$ cat config.mk
export PLATFORM = sky130hd
export DESIGN_NAME = audio_ram_arbiter
export DESIGN_NICKNAME = d
export VERILOG_FILES = /design/src/rtl/audio_mem_pkg.sv /design/src/rtl/arb_priority_sel.sv /design/src/rtl/audio_ram_arbiter.sv
export SDC_FILE = /design/constraint.sdc
export NUM_CORES = 1
export LEC_CHECK = 0
export ABC_CLOCK_PERIOD_IN_PS = 3400
export CELL_PAD_IN_SITES_DETAIL_PLACEMENT = 1
export CELL_PAD_IN_SITES_GLOBAL_PLACEMENT = 1
export CORE_AREA = 2 2 125 127
export DETAILED_ROUTE_END_ITERATION = 7
export DIE_AREA = 0 0 127 129
export PLACE_DENSITY = 0.82
export SETUP_SLACK_MARGIN = 0.2
export SYNTH_ARGS = -nofsm -noshare
export SYNTH_HDL_FRONTEND = slang
export SYNTH_HIERARCHICAL = 1
export SYNTH_SLANG_ARGS = --single-unit
$ cat constraint.sdc
create_clock -name i_clk -period 3.4 [get_ports i_clk]
set_input_delay 0.68 -clock i_clk [delete_from_list [all_inputs] [get_ports i_clk]]
set_output_delay 0.68 -clock i_clk [all_outputs]
set_load 0.02 [all_outputs]
$ cat src/rtl/audio_mem_pkg.sv
// Shared types for the audio buffer RAM arbiter.
// State encoding and the latched request bundle.
package audio_mem_pkg;

  localparam int AUDIO_RAM_ADDR_W = 13;

  typedef enum logic [1:0] {
    IDLE,
    ISSUE,
    WAIT,
    ACK
  } arb_state_e;

  typedef struct packed {
    logic                        rd;
    logic                        wr;
    logic [AUDIO_RAM_ADDR_W-1:0] addr;
    logic [15:0]                 wdata;
    logic [1:0]                  be;
  } mem_req_s;

endpackage

$ cat src/rtl/arb_priority_sel.sv
// Combinational winner pick: starved requesters first,
// lowest index wins inside each class.
module arb_priority_sel #(
  parameter  int N  = 3,
  localparam int IW = (N > 1) ? $clog2(N) : 1
) (
  input  logic [N-1:0]  i_pending,
  input  logic [N-1:0]  i_starved,
  output logic [N-1:0]  o_onehot,
  output logic [IW-1:0] o_idx,
  output logic          o_valid
);

  logic [N-1:0] w_mask;

  always_comb begin
    w_mask = (|(i_pending & i_starved)) ?
             (i_pending & i_starved) : i_pending;
    o_onehot = '0;
    o_idx    = '0;
    for (int i = N - 1; i >= 0; i--) begin
      if (w_mask[i]) begin
        o_onehot    = '0;
        o_onehot[i] = 1'b1;
        o_idx       = IW'(i);
      end
    end
  end

  assign o_valid = |i_pending;

endmodule

$ cat src/rtl/audio_ram_arbiter.sv
// Single-port audio buffer RAM arbiter: fixed priority
// with starvation aging and registered ack/ack_q pulses.
module audio_ram_arbiter
  import audio_mem_pkg::*;
#(
  parameter  int NUM_REQ      = 3,
  parameter  int ADDR_W       = AUDIO_RAM_ADDR_W,
  parameter  int RAM_LATENCY  = 2,
  parameter  int STARVE_LIMIT = 8,
  localparam int IDX_W        = (NUM_REQ > 1) ? $clog2(NUM_REQ) : 1
) (
  input  logic                             i_clk,
  input  logic                             i_reset,
  input  logic [NUM_REQ-1:0]               i_req_rd,
  input  logic [NUM_REQ-1:0]               i_req_wr,
  input  logic [NUM_REQ-1:0][ADDR_W-1:0]   i_req_addr,
  input  logic [NUM_REQ-1:0][15:0]         i_req_wdata,
  input  logic [NUM_REQ-1:0][1:0]          i_req_be,
  output logic [NUM_REQ-1:0]               o_ack,
  output logic [NUM_REQ-1:0]               o_ack_q,
  output logic [NUM_REQ-1:0][15:0]         o_rdata,
  output logic [ADDR_W-1:0]                o_ram_addr,
  output logic                             o_ram_rd,
  output logic                             o_ram_wr,
  output logic [15:0]                      o_ram_wdata,
  output logic [1:0]                       o_ram_be,
  input  logic [15:0]                      i_ram_rdata,
  output logic                             o_busy,
  output logic [IDX_W-1:0]                 o_grant_idx
);

  localparam int CNT_W  = $clog2(STARVE_LIMIT + 1);
  localparam int WAIT_W = $clog2(RAM_LATENCY + 1);

  logic [NUM_REQ-1:0]            w_pending;
  logic [NUM_REQ-1:0]            w_starved;
  logic [NUM_REQ-1:0]            w_onehot;
  logic [IDX_W-1:0]              w_idx;
  logic                          w_valid;
  mem_req_s                      w_sel;

  arb_state_e                    r_state;
  logic                          r_is_wr;
  logic [WAIT_W-1:0]             r_wait;
  logic [NUM_REQ-1:0][CNT_W-1:0] r_starve;
  logic [NUM_REQ-1:0]            r_ack;
  logic [NUM_REQ-1:0]            r_ack_q;
  logic [NUM_REQ-1:0][15:0]      r_rdata;
  logic [ADDR_W-1:0]             r_ram_addr;
  logic                          r_ram_rd;
  logic                          r_ram_wr;
  logic [15:0]                   r_ram_wdata;
  logic [1:0]                    r_ram_be;
  logic                          r_busy;
  logic [IDX_W-1:0]              r_grant_idx;

  assign w_pending = i_req_rd | i_req_wr;

  always_comb begin
    w_starved = '0;
    for (int i = 0; i < NUM_REQ; i++)
      w_starved[i] = (r_starve[i] == CNT_W'(STARVE_LIMIT));
  end

  arb_priority_sel #(
    .N (NUM_REQ)
  ) u_sel (
    .i_pending (w_pending),
    .i_starved (w_starved),
    .o_onehot  (w_onehot),
    .o_idx     (w_idx),
    .o_valid   (w_valid)
  );

  always_comb begin
    w_sel       = '0;
    w_sel.rd    = i_req_rd[w_idx];
    w_sel.wr    = i_req_wr[w_idx];
    w_sel.addr  = AUDIO_RAM_ADDR_W'(i_req_addr[w_idx]);
    w_sel.wdata = i_req_wdata[w_idx];
    w_sel.be    = i_req_be[w_idx];
  end

  always_ff @(posedge i_clk) begin
    if (i_reset) begin
      r_state     <= IDLE;
      r_is_wr     <= 1'b0;
      r_wait      <= '0;
      r_starve    <= '0;
      r_ack       <= '0;
      r_ack_q     <= '0;
      r_rdata     <= '0;
      r_ram_addr  <= '0;
      r_ram_rd    <= 1'b0;
      r_ram_wr    <= 1'b0;
      r_ram_wdata <= '0;
      r_ram_be    <= '0;
      r_busy      <= 1'b0;
      r_grant_idx <= '0;
    end else begin
      r_ack    <= '0;
      r_ack_q  <= r_ack;
      r_ram_rd <= 1'b0;
      r_ram_wr <= 1'b0;
      unique case (r_state)
        IDLE: begin
          if (w_valid) begin
            // rd+wr together on one index resolves to a write
            r_grant_idx <= w_idx;
            r_is_wr     <= w_sel.wr;
            r_ram_rd    <= !w_sel.wr;
            r_ram_wr    <= w_sel.wr;
            r_ram_addr  <= ADDR_W'(w_sel.addr);
            r_ram_wdata <= w_sel.wdata;
            r_ram_be    <= w_sel.be;
            r_busy      <= 1'b1;
            r_state     <= ISSUE;
            for (int i = 0; i < NUM_REQ; i++) begin
              if (w_onehot[i])
                r_starve[i] <= '0;
              else if (w_pending[i] && !w_starved[i])
                r_starve[i] <= r_starve[i] + 1'b1;
            end
          end
        end
        ISSUE: begin
          if (r_is_wr) begin
            r_ack[r_grant_idx] <= 1'b1;
            r_state            <= ACK;
          end else begin
            r_wait  <= WAIT_W'(RAM_LATENCY - 1);
            r_state <= WAIT;
          end
        end
        WAIT: begin
          if (r_wait == '0) begin
            r_rdata[r_grant_idx] <= i_ram_rdata;
            r_ack[r_grant_idx]   <= 1'b1;
            r_state              <= ACK;
          end else begin
            r_wait <= r_wait - 1'b1;
          end
        end
        ACK: begin
          r_busy  <= 1'b0;
          r_state <= IDLE;
        end
        default: r_state <= IDLE;
      endcase
    end
  end

  assign o_ack       = r_ack;
  assign o_ack_q     = r_ack_q;
  assign o_rdata     = r_rdata;
  assign o_ram_addr  = r_ram_addr;
  assign o_ram_rd    = r_ram_rd;
  assign o_ram_wr    = r_ram_wr;
  assign o_ram_wdata = r_ram_wdata;
  assign o_ram_be    = r_ram_be;
  assign o_busy      = r_busy;
  assign o_grant_idx = r_grant_idx;

  a_no_rdwr: assert property (@(posedge i_clk) disable iff (i_reset)
    (i_req_rd & i_req_wr) == '0);
  a_req_held: assert property (@(posedge i_clk) disable iff (i_reset)
    (r_state == ISSUE || r_state == WAIT) |-> w_pending[r_grant_idx]);
  a_strobe_excl: assert property (@(posedge i_clk) disable iff (i_reset)
    !(r_ram_rd && r_ram_wr));

endmodule

Word level (Yosys, flattened, before mapping)
Cells that the tools add are included.
- register bits after elaboration: 107
- bits of input ports: 117
- output and inout port bits: 90
- word-level logic and storage cells: 103
- add/subtract/negate cells: 4
- $lt $le $gt $ge: 3
- equal/unequal tests: 10
- multiplexer cells: 38
- bitwise gates (word level): 4
- reductions and logical operators: 26
- operator list (operator ; count):
    $bwmux W48 ; 1
    $bmux W16 S2 ; 1
    $demux W16 S2 ; 1
    $mux W16 ; 2
    $bmux W13 S2 ; 1
    $mux W4 ; 6
    $mux W3 ; 6
    $mux W2 ; 8
    $mux W13 ; 1
    $add A4 B1 Y4 const B ; 3
    $eq A4 B4 Y1 const B ; 3
    $reduce_and A3 Y1 ; 4
    $reduce_bool A2 Y1 ; 5
    $reduce_or A3 Y1 ; 3
    $pmux W2 S4 ; 1
    $reduce_and A2 Y1 ; 4
    $lt A2 B3 Y1 const B ; 2
    $ne A2 B2 Y1 const B ; 3
    $pmux W3 S2 ; 1
    $bmux W2 S2 ; 1
    $eq A2 B2 Y1 const B ; 2
    $logic_and A1 B1 Y1 ; 4
    $logic_not A1 Y1 ; 4
    $logic_not A2 Y1 ; 2
    other kinds (12) ; 16

Logic depth before layout (Yosys ltp)
- word-level depth: 10
- mapped depth: 12
- gate-level depth less buffers: 9

Hierarchy
The synthesis kept the hierarchy.
- modules (own cells, without submodules) (module ; times used ; cells an instance ; area each (µm²) ; sequential area each (µm²)):
    audio_ram_arbiter ; 1 ; 567 ; 4823.4 ; 2142.1
    arb_priority_sel ; 1 ; 12 ; 87.6 ; 0.0

Worst setup path after synthesis
OpenSTA, ideal clock, no wires.
- path type: flip-flop to flip-flop
- start point: reg r_starve[0] (netlist name)
- end point: reg r_ram_addr[0], in the netlist o_ram_addr[0]
- setup time: 86 ps
- arrival time: 2193 ps
- data required time: 3314 ps
- slack: 1122 ps
- cell stages (with the launch flop): 13
- buffers on the path: 4
- period minus slack after synthesis: 2278 ps
- cells stage by stage: dfxtp_1 -> inv_1 -> ha_1 -> and3b_1 -> buf_6 -> nand2b_1 -> a221oi_2 -> buf_2 -> nor2b_1 -> clkbuf_1 -> buf_2 -> a2bb2oi_1 -> a211oi_1
- cells in the longest elaborated chain, start to end: 9
- ends and longest elaborated chain (what ; line ; text):
    start: declaration ; audio_ram_arbiter.sv:45 ; logic [NUM_REQ-1:0][CNT_W-1:0] r_starve;
    start signal: indexed assignment ; audio_ram_arbiter.sv:122 ; r_starve[i] <= r_starve[i] + 1'b1;
    $eq A4 B4 Y1 (*) ; audio_ram_arbiter.sv:62 ; w_starved[i] = (r_starve[i] == CNT_W'(STARVE_LIMIT));
    named net w_starved[0] ; audio_ram_arbiter.sv:36 ; logic [NUM_REQ-1:0] w_starved;
    $and A3 B3 Y3 (*) ; arb_priority_sel.sv:17, arb_priority_sel.sv:18 ;
    $reduce_or A3 Y1 ; arb_priority_sel.sv:17 ; w_mask = (|(i_pending & i_starved)) ?
    $mux W3 (*) ; arb_priority_sel.sv:17 ;
    $mux W2 (2 in a row) ; arb_priority_sel.sv:22 ; if (w_mask[i]) begin
    $mux W2 (*) ; arb_priority_sel.sv:22 ;
    named net w_idx[1] ; audio_ram_arbiter.sv:38 ; logic [IDX_W-1:0] w_idx;
    $bmux W13 S2 (*) ; audio_ram_arbiter.sv:79 ; w_sel.addr = AUDIO_RAM_ADDR_W'(i_req_addr[w_idx]);
    $mux W13 (not written as such) (*) ; audio_ram_arbiter.sv:79 ;
    end signal: assignment ; audio_ram_arbiter.sv:113 ; r_ram_addr <= ADDR_W'(w_sel.addr);
    end: declaration ; audio_ram_arbiter.sv:49 ; logic [ADDR_W-1:0] r_ram_addr;
Mark *: on every way through the listed nets, which the timed path passes. The rest lies on a longest branch. The select of a mux whose other input is x is not followed.
A chain may end at the register's enable or synchronous reset.

Worst setup path after layout
- start point: in i_req_wr[0]
- end point: reg r_starve[9] (netlist name)
- elaborated cells on any way between the ends: 11
- those cells by class: mux: 5; bitwise: 2; reduce/logical: 4
- RTL lines (what ; line ; text):
    start: declaration ; audio_ram_arbiter.sv:15 ; input logic [NUM_REQ-1:0] i_req_wr,
    $or A3 B3 Y3 ; audio_ram_arbiter.sv:57 ; assign w_pending = i_req_rd | i_req_wr;
    named net w_pending[0] ; audio_ram_arbiter.sv:35 ; logic [NUM_REQ-1:0] w_pending;
    $reduce_or A3 Y1 ; arb_priority_sel.sv:30 ; assign o_valid = |i_pending;
    named net w_valid ; audio_ram_arbiter.sv:39 ; logic w_valid;
    $reduce_and A3 Y1 (no line) ; -- ;
The timed path passes the listed nets, and every way through them passes these cells.

==> impl_metrics.csv <==
group,metric,value,unit
power_and_ir_drop,irDropWorstVdd,0.304,mV
placement,portBuffers,206,
clocking,hold_buffers,0,
run_status,status,"complete, no violations",
layout,fin_nets,878,
sta,fmax,373,MHz
placement,dp_slack,382,ps
layout,regArea,2140,um^2
synth,synth_seq_cells,107,
synth,syn_area_per_cell,8.48,um^2
floorplanning,chipHeight,129,um
sta,tightest_slew,958,ps
layout,fillers,1758,
sta,finalMaxSlewViolations,0,
worst_setup_path,endpoint_kind,"register",
placement,place_area,7060,um^2
floorplanning,dieArea,16400,um^2
clocking,clockRootBuffer,"clkbuf_16",
sta,final.setup.tns,0,ps
sta,fin_ws,717,ps
worst_setup_path,crit_arrival,2950,ps
sta,setup_viol,0,
drt,dr.first_iter.drc_count,219,
worst_hold_path,min_path_type,"reg2reg",
floorplanning,rows,45,
sta,rsz0062_at_grt,"false",
drt,routed-via-count,4900,
layout,drive_gt1_frac,0.0358,
placement,gp_congestion,0.791,
clocking,cts-resized-gates,0,
grt,grt_usage,0.199,
layout,multiInputGateArea,2490,um^2
floorplanning,io_pins,207,
synth,syn-cell-area,4910,um^2
drt,dr.pass1.iters,4,
floorplanning,initial_core_util,0.328,
clocking,clockBufferDepth,2,
synth,synthDistinctLibCells,43,
worst_setup_path,worstSetupStartpointType,"input port",
clocking,clock-sinks,107,
synth,netlist_instances,579,
synth,synth-seq-area-share,0.436,
drt,wl,16.3,mm
clocking,cts_buffers,9,
grt,antenna_found_initial,0,
synth,synth.top_cell.area_share,0.436,
synth,synth-edff-count,0,
floorplanning,core_area,15000,um^2
worst_setup_path,crit_fanout,13,
drt,avgViaCountPerCell,5.20,
worst_setup_path,reg2reg_depth,10,
sta,whs,455,ps
clocking,h-tree-depth,3,
synth,synth_area_leader_cell,"dfxtp_1",
clocking,insertion_delay,350,ps
layout,areaGrowthSynthToFinish,50.1,%
worst_setup_path,setup.worst_path.class,"in2reg",
synth,synthArstFlopShare,0,
power_and_ir_drop,power_density,635,nW/um^2
sta,hold_violations,0,
grt,grt_max_degree,79,
synth,synth_warnings,6,
run,drv_cap,0,
sta,fin_crit,2680,ps
grt,grt_first_pass_wirelength,26.0,mm
synth,synth_flop_cell,"dfxtp_1",
placement,dp_hpwl,12.2,mm
clocking,post_cts_buffers,0,
layout,antenna_cells,0,
drt,wl_per_cell,17.3,um
sta,relSlewSlack,0.361,
floorplanning,die_w,127,um
grt,grt_pass1_vias,5144,
drt,drc_errors,0,
sta,post-route-period-util,0.789,
drt,ant_nets,0,
synth,synth_nets,707,
clocking,path_clk_slew,70,ps
synth,ys_top_cells_by_count,"107 x dfxtp_1, 107 x nand2_1, 64 x a21oi_1",
layout,post-route-util,0.492,
worst_setup_path,worst_ep_required_time,3660,ps
clocking,cts_tree,"done",
sta,fin_skew,8.20,ps
power_and_ir_drop,leakage,2.62,nW
layout,design_area,7370,um^2
synth,synth.area.top_cells,"dfxtp_1 44%, nand2_1 8.2%, a21oi_1 6.5%",
grt,globalRouteOverflowTotal,0,
worst_hold_path,holdPathStages,2,
-- logic make-up after synthesis --
family                     count (synthesis)  share of synthesized area
and+or+nand+nor                          199                      0.189
AOI/OAI and AO/OA                        159                      0.217
DFF                                      107                      0.436
buffers and inverters                     70                     0.0624
muxes                                     33                     0.0675
adders and majority gates                 11                     0.0280
-- metal layers --
| layer | up-vias | routed length (um) | global-route usage |
|---|---|---|---|
| met1 | 2307 | 6800 | 0.230 |
| met3 | 17 | 1290 | 0.0615 |
| met4 | 0 | 293 | 0.0640 |
| met5 | - | 0 | 0 |
| met2 | 185 | 7900 | 0.354 |
| li1 | 2391 | - | - |
-- sequential cells by signal, summed over array words and instances (netlist names) --
| name | cells |
|---|---|
| o_ram_wr | 1 |
| o_rdata | 48 |
| o_grant_idx | 2 |
| o_ram_wdata | 16 |
| o_ram_be | 2 |
| o_ram_rd | 1 |
| r_wait | 2 |
| o_ack_q | 3 |
| r_is_wr | 1 |
| o_busy | 1 |
| o_ack | 3 |
| o_ram_addr | 13 |
| r_starve | 12 |
| r_state | 2 |
-- cell type report --
class / instances / area share
multi-input combinational: 402 / 0.338
sequential: 107 / 0.291
timing repair buffer: 212 / 0.287
clock buffer: 11 / 0.0329
tap: 188 / 0.0319
clock inverter: 4 / 0.0102
inverter: 18 / 0.00916
-- final timing paths --
kind,startpoint,to,slack [ps]
worst min-delay path,o_rdata[8]$_SDFFE_PP0P_,o_rdata[8]$_SDFFE_PP0P_,460
worst min register to register,o_rdata[8]$_SDFFE_PP0P_,o_rdata[8]$_SDFFE_PP0P_,460
worst max register to register,r_starve[8]$_SDFFE_PP0P_,o_ram_wdata[14]$_SDFFE_PP0P_,880
worst max-delay path,i_req_wr[0],r_starve[9]$_SDFFE_PP0P_,720
-- worst max-delay path: stages --
cell             delay [ps]
clkdlybuf4s50_1         460
nor2_1                  260
inv_1                   180
or3_1                   430
buf_4                   200
nand2_1                 350
o311ai_0                190
a21oi_1                 200
-- report_power, final --
group	internal [mW]	total (mW)	switching, mW
combinational	0.823	1.86	1.04
sequential	1.51	1.69	0.175
clock	0.662	1.13	0.468
-- layout by cell type (no fill, tap or decap), types with 2 or more instances in the layout --
cell type          n
mux2i_1           32
clkdlybuf4s50_1  205
nor3_1             2
and4b_1            2
nor2b_1            5
or4_1              9
ha_1              11
nand2_1          107
o21ai_0            9
o311ai_0           6
o211ai_1           3
and3b_1            3
nor2_1            37
nor3b_1            3
a211oi_1          33
a2bb2oi_1         32
clkbuf_16          9
clkinvlp_4         2
nand4b_1           2
nand3_1            6
nand4_1            4
nand2b_1           3
o31ai_1            2
inv_1             18
a31oi_1            3
nand3b_1           8
dfxtp_1          107
or3_1              2
buf_4              6
bufinv_16          2
a21oi_1           64
-- metrics by stage --
| stage | power (mW) | instances |
|---|---|---|
| 2_1_floorplan | 2.77 | 579 |
| 3_3_place_gp | 3.52 | 927 |
| 3_5_place_dp | 3.60 | 927 |
| 4_1_cts | 4.74 | 942 |
| 5_1_grt | 4.96 | 942 |
| 6_report | 4.68 | 942 |
No activity file was read; power rests on OpenSTA's default activity.
